## src/rtl/bitwise_pkg.sv

```systemverilog
// Package: bitwise_pkg
// Shared definitions for the serial bitwise logic unit: the op encodings and
// the control FSM state type.
package bitwise_pkg;

    localparam logic [1:0] OP_NOT = 2'b00;
    localparam logic [1:0] OP_AND = 2'b01;
    localparam logic [1:0] OP_OR  = 2'b10;
    localparam logic [1:0] OP_XOR = 2'b11;

    typedef enum logic [1:0] {
        IDLE = 2'd0,
        RUN  = 2'd1,
        DONE = 2'd2
    } state_t;

endpackage

```

## src/rtl/logic_slice.sv

```systemverilog
// Module: logic_slice
// Combinational SLICE-bit bitwise operator. The top level uses a single
// instance for every slice of the operand and steps it across the slices.
// Ports:
//   out  SLICE-bit result of op(a, b)
//   a    slice of operand A
//   b    slice of operand B (ignored for NOT)
//   op   operation select (OP_NOT / OP_AND / OP_OR / OP_XOR)
module logic_slice
    import bitwise_pkg::*;
#(
    parameter int SLICE = 4
) (
    output logic [SLICE-1:0] out,
    input  logic [SLICE-1:0] a,
    input  logic [SLICE-1:0] b,
    input  logic [1:0]       op
);

    always_comb begin
        out = '0;
        case (op)
            OP_NOT:  out = ~a;
            OP_AND:  out = a & b;
            OP_OR:   out = a | b;
            default: out = a ^ b;
        endcase
    end

endmodule

```

## src/rtl/serial_bitwise_logic_unit.sv

```systemverilog
// Module: serial_bitwise_logic_unit
// Multi-cycle bitwise NOT/AND/OR/XOR unit. Operands are latched on an accepted
// start and processed SLICE bits per cycle, LSB slice first. The result
// register only changes on the last RUN cycle and is held until the next
// completed operation.
// Optional feature: define BITWISE_ZERO_FLAG_EN to add the registered zero
// flag output.
// Ports:
//   clk     rising-edge clock
//   rst_n   asynchronous active-low reset
//   start   request, accepted in IDLE or DONE
//   op      00 NOT a, 01 AND, 10 OR, 11 XOR
//   a, b    WIDTH-bit operands
//   busy    high while processing slices
//   done    one-cycle pulse when result is valid
//   result  WIDTH-bit result
//   zero    result == 0 (only with BITWISE_ZERO_FLAG_EN)
module serial_bitwise_logic_unit
    import bitwise_pkg::*;
#(
    parameter int WIDTH = 32,
    parameter int SLICE = 4
) (
    input  logic             clk,
    input  logic             rst_n,
    input  logic             start,
    input  logic [1:0]       op,
    input  logic [WIDTH-1:0] a,
    input  logic [WIDTH-1:0] b,
    output logic             busy,
    output logic             done,
    output logic [WIDTH-1:0] result
`ifdef BITWISE_ZERO_FLAG_EN
    ,
    output logic             zero
`endif
);

    localparam int NUM_SLICES = WIDTH / SLICE;
    localparam int CNT_W      = $clog2(NUM_SLICES) + 1;
    localparam logic [CNT_W-1:0] LAST_IDX = CNT_W'(NUM_SLICES - 1);

    state_t             state_q, state_d;
    logic [CNT_W-1:0]   idx_q, idx_d;
    logic [WIDTH-1:0]   a_q, a_d;
    logic [WIDTH-1:0]   b_q, b_d;
    logic [1:0]         op_q, op_d;
    logic [WIDTH-1:0]   acc_q, acc_d;
    logic [WIDTH-1:0]   result_q, result_d;
`ifdef BITWISE_ZERO_FLAG_EN
    logic               zero_q, zero_d;
`endif

    logic [31:0]        shamt;
    logic [WIDTH-1:0]   a_sh, b_sh;
    logic [SLICE-1:0]   slice_out;
    logic [WIDTH-1:0]   acc_merge;

    // Slice selection by shifting avoids an out-of-range part-select when
    // the counter is wider than the slice index needs.
    always_comb begin
        shamt = 32'(idx_q) * 32'(SLICE);
        a_sh  = a_q >> shamt;
        b_sh  = b_q >> shamt;
    end

    logic_slice #(.SLICE(SLICE)) u_slice (
        .out (slice_out),
        .a   (a_sh[SLICE-1:0]),
        .b   (b_sh[SLICE-1:0]),
        .op  (op_q)
    );

    always_comb begin
        acc_merge = (acc_q & ~({{(WIDTH-SLICE){1'b0}}, {SLICE{1'b1}}} << shamt))
                  | ({{(WIDTH-SLICE){1'b0}}, slice_out} << shamt);
    end

    always_ff @(posedge clk or negedge rst_n) begin
        if (!rst_n) begin
            state_q  <= IDLE;
            idx_q    <= '0;
            a_q      <= '0;
            b_q      <= '0;
            op_q     <= '0;
            acc_q    <= '0;
            result_q <= '0;
`ifdef BITWISE_ZERO_FLAG_EN
            zero_q   <= 1'b0;
`endif
        end else begin
            state_q  <= state_d;
            idx_q    <= idx_d;
            a_q      <= a_d;
            b_q      <= b_d;
            op_q     <= op_d;
            acc_q    <= acc_d;
            result_q <= result_d;
`ifdef BITWISE_ZERO_FLAG_EN
            zero_q   <= zero_d;
`endif
        end
    end

    // Next-state logic
    always_comb begin
        state_d = state_q;
        case (state_q)
            IDLE:    if (start) state_d = RUN;
            RUN:     if (idx_q == LAST_IDX) state_d = DONE;
            DONE:    state_d = start ? RUN : IDLE;
            default: state_d = IDLE;
        endcase
    end

    // Datapath next values
    always_comb begin
        idx_d    = idx_q;
        a_d      = a_q;
        b_d      = b_q;
        op_d     = op_q;
        acc_d    = acc_q;
        result_d = result_q;
`ifdef BITWISE_ZERO_FLAG_EN
        zero_d   = zero_q;
`endif
        case (state_q)
            IDLE, DONE: begin
                if (start) begin
                    a_d   = a;
                    b_d   = b;
                    op_d  = op;
                    idx_d = '0;
                    acc_d = '0;
                end
            end
            RUN: begin
                acc_d = acc_merge;
                idx_d = idx_q + 1'b1;
                if (idx_q == LAST_IDX) begin
                    result_d = acc_merge;
`ifdef BITWISE_ZERO_FLAG_EN
                    zero_d   = (acc_merge == '0);
`endif
                end
            end
            default: ;
        endcase
    end

    // Outputs
    always_comb begin
        busy   = (state_q == RUN);
        done   = (state_q == DONE);
        result = result_q;
`ifdef BITWISE_ZERO_FLAG_EN
        zero   = zero_q;
`endif
    end

endmodule

```

## config.mk

```make
export PLATFORM = sky130hd
export DESIGN_NAME = serial_bitwise_logic_unit
export DESIGN_NICKNAME = d
export VERILOG_FILES = /design/src/rtl/bitwise_pkg.sv /design/src/rtl/logic_slice.sv /design/src/rtl/serial_bitwise_logic_unit.sv
export SDC_FILE = /design/constraint.sdc
export NUM_CORES = 1
export LEC_CHECK = 0
export ABC_CLOCK_PERIOD_IN_PS = 2800
export BUFFER_PORTS_ARGS = -buffer_cell sky130_fd_sc_hd__buf_2
export CAP_MARGIN = 20
export CORE_MARGIN = 2
export CORE_UTILIZATION = 51
export DETAILED_ROUTE_END_ITERATION = 8
export PLACE_DENSITY_LB_ADDON = 0.3
export SLEW_MARGIN = 40
export SYNTH_ARGS = -nofsm -noshare
export SYNTH_HDL_FRONTEND = slang
export SYNTH_SLANG_ARGS = --single-unit
```

## constraint.sdc

```tcl
create_clock -name clk -period 2.8 [get_ports clk]
set_input_delay 0.42 -clock clk [delete_from_list [all_inputs] [get_ports clk]]
set_output_delay 0.42 -clock clk [all_outputs]
set_load 0.1 [all_outputs]
```

==> results.txt <==
Status - complete, no violations
Die Y - 117.0 um
Hold buffers post-CTS - 0
CP Capture Type - register
MaxCap Viol Count - 0
Multi-input logic area - 2823 um2
Wirelength per Cell - 17.63 um
Mux cell area share after synthesis - 16.65%
GR Overflow Total - 0
Final hold vios - 0
DIE AREA - 13,680 um2
M3 GR Usage - 5.355%
Diodes inserted - 0
Fmax - 390.2 MHz
Top-area cell type share of the netlist area - 52.29%
Synth Instances - 557
Post-synthesis xor/xnor area fraction - 0%
Ports - 103
Via count - 4,708
Synth Warn # - 0
GRT met2 Usage - 39.46%
Largest area contributor in the netlist - dfrtp_1
Final Setup Violations - 0
Register area - 3405 um2
Nets - 739
Longest Clk Path Bufs - 2
Seq/Total Area, Yosys - 52.29%
Worst-Margin Slew - 0.7100 ns
Data required time of the worst path - 3.09 ns
Share of cells above drive strength 1 - 35.87%
Compound-Gate Fraction of Synth Area - 11.46%
Largest family of logic cells by synthesized area - multiplexers
Worst path cell trace - buf_4, mux4_2, nand2_1, a21oi_1, ha_1, a21o_1, a221oi_1, and3_4, o31ai_1
Drc violations - 0
I/O Buffers - 102
Rows - 41
Global-route wire length before repair - 24.97 mm
TritonCTS clock tree - built
Crit Path Max Fanout - 12
Most Crowded Layer GR - met2
Total CTS buffers - 17
Synth Net Count - 640
Setup_tns - 0 ns
Routed Antenna Nets - 0
Worst path slowest cell - mux4_2
M1 GR Usage - 30.67%
Clk sinks - 136
Die W - 117.0 um
Routed WL - 14.83 mm
First-pass detailed-route iteration total - 5
Clock root buffer - clkbuf_16
Post_cts resized - 0
CTS clk-pin slew, worst paths - 0.06 ns
Normalized max-slew margin - 52.49%
Total core area - 12,520 um2
Starting density of the core - 52.00%
Pin count of the biggest net entering global routing - 78
Crit path buf inv count - 1
Post-CTS setup buffer count - 0
Crit Path Class - register to register
Flops & latches, synth - 136
Adder-Cell Fraction of Synth Area - 2.691%
Hpwl dp - 10.18 mm
Initial DRC count - 251
Worst path arrival time - 2.85 ns
Final critical-path required period - 2.563 ns
Top cell family by delay on the critical path - compound AO/OA/AOI/OAI gates
Simple logic cell fraction of the synthesized area - 12.46%
Initial antenna violation count - 0
Max H-tree Level - 4
Final slew viol count - 0
Critical Path Stages - 9
Worst setup SP type - register
Fillers - 1,052
Vias per inst - 5.598
Synth top area cells - dfrtp_1 52%, mux2_2 11%, o31ai_1 5.2%
Cell area after synthesis - 6509 um2
Tcrit/Tclk final - 91.52%
FF-to-FF path depth - 9
Placer Congestion - 0.8960
Vias in the first global route - 5,017
Total GRT Usage - 24.00%
Syn Area/Cell - 11.69 um2
Clock Latency Late Sink - 0.42 ns
Fin Clk Skew - 0.006328 ns
Hold Path Class - input port to async pin
RSZ-0062 raised after global routing - no
Distinct cell type count after synthesis - 43
Max incr delay on CP - 0.53 ns
Area grow syn2layout - 19.15%
==> Yosys cell counts <==
library cell	number
nor2b_1	3
nand2b_1	11
a31oi_1	8
a21o_1	1
mux2i_1	16
buf_6	7
nand4_1	13
nor2_1	7
a22o_1	1
a21bo_2	4
a22oi_1	7
and2b_1	2
mux2_2	66
dfrtp_1	136
a221oi_2	1
inv_2	1
nand3b_1	3
or2_2	1
and3_4	4
nand2_1	88
a221oi_1	3
o41ai_1	3
a21oi_1	9
buf_12	1
o41ai_2	1
o21ai_0	5
o21ai_1	1
inv_1	12
nand2_2	1
buf_1	2
and4bb_2	1
nand3_1	20
and4_1	4
a21boi_0	12
buf_2	15
mux4_2	8
and2_1	5
buf_4	3
clkbuf_1	10
or3_1	1
o31ai_1	45
ha_1	14
nor3_1	1
==> area by class of cell <==
cell class                 instances  area share, %
tap                              172          2.775
sequential                       136          43.90
clock buffer                      19          5.841
inverter                          13         0.6292
multi-input combinational        370          36.40
timing repair buffer             118          8.809
clock inverter                    13          1.646
==> layout by cell type (no fill, tap or decap), types with 3 or more instances in the layout <==
cell / n
o31ai_1: 45
and4_1: 4
a221oi_1: 3
a21oi_1: 9
buf_12: 4
dfrtp_1: 135
and2_1: 5
a21boi_0: 12
nand2_1: 88
clkbuf_16: 17
nand3_1: 20
buf_2: 101
o21ai_0: 5
mux4_2: 8
a31oi_1: 8
nand3b_1: 3
and3_4: 4
nor2_1: 7
a22oi_1: 7
inv_1: 12
a21bo_2: 4
clkinv_2: 7
mux2_2: 66
ha_1: 14
nand2b_1: 11
buf_4: 13
mux2i_1: 16
o41ai_1: 3
nand4_1: 13
==> flip-flops by register name (all words and copies together), names as in the netlist <==
| signal | cells |
|---|---|
| op_q | 2 |
| acc_q | 32 |
| b_q | 32 |
| idx_q | 4 |
| result | 32 |
| a_q | 32 |
| state_q | 2 |
==> worst register-to-register path: cells and delay by family, from the launching register on <==
| family | cells | cell delay [ns] |
|---|---|---|
| AO/OA/AOI/OAI | 4 | 0.65 |
| adder cells (fa/ha/maj) | 1 | 0.23 |
| flip-flops | 1 | 0.39 |
| multiplexers | 1 | 0.53 |
| buffers and inverters | 1 | 0.21 |
| AND/OR/NAND/NOR | 2 | 0.43 |
==> routing by layer <==
| metal | wire, um | vias to the layer above |
|---|---|---|
| met5 | 0 | - |
| met4 | 301 | 0 |
| met3 | 804 | 19 |
| met2 | 7352 | 141 |
| met1 | 6370 | 2320 |
| li1 | - | 2228 |
==> worst paths after layout <==
path / from / endpoint / slack, ns
max: idx_q[0]$_DFFE_PN0P_ / result[16]$_DFFE_PN0P_ / 0.24
min: rst_n / acc_q[12]$_DFFE_PN0P_ / 0.05
max reg2reg: idx_q[0]$_DFFE_PN0P_ / result[16]$_DFFE_PN0P_ / 0.24
min reg2reg: result[10]$_DFFE_PN0P_ / result[10]$_DFFE_PN0P_ / 0.46
max in group asynchronous: rst_n / result[22]$_DFFE_PN0P_ / 1.92
min in group clk: a[22] / a_q[22]$_DFFE_PN0P_ / 0.23
==> cells by family after synthesis <==
logic type | Yosys count
buffers and inverters | 51
muxes | 90
adders and majority gates | 14
and+or+nand+nor | 165
DFF | 136
AOI/OAI and AO/OA | 101
==> through the flow <==
stage / setup slack, ns / util [%] / instances / area (um2) / hold slack, ns
floorplan: 0.1649 / - / 557 / 6509 / 0.1244
global placement: 0.3390 / 57.32 / 809 / 7174 / 0.4457
detailed placement: 0.2492 / 57.32 / 809 / 7174 / 0.4502
CTS: 0.2444 / 61.96 / 841 / 7755 / 0.06529
global route: 0.05862 / 61.96 / 841 / 7755 / 0.1027
finish: 0.2374 / 61.96 / 841 / 7755 / 0.05361
Power is left out: the tool's default activity adds up to more than one toggle a clock period on the data nets, which glitch-free logic cannot reach.
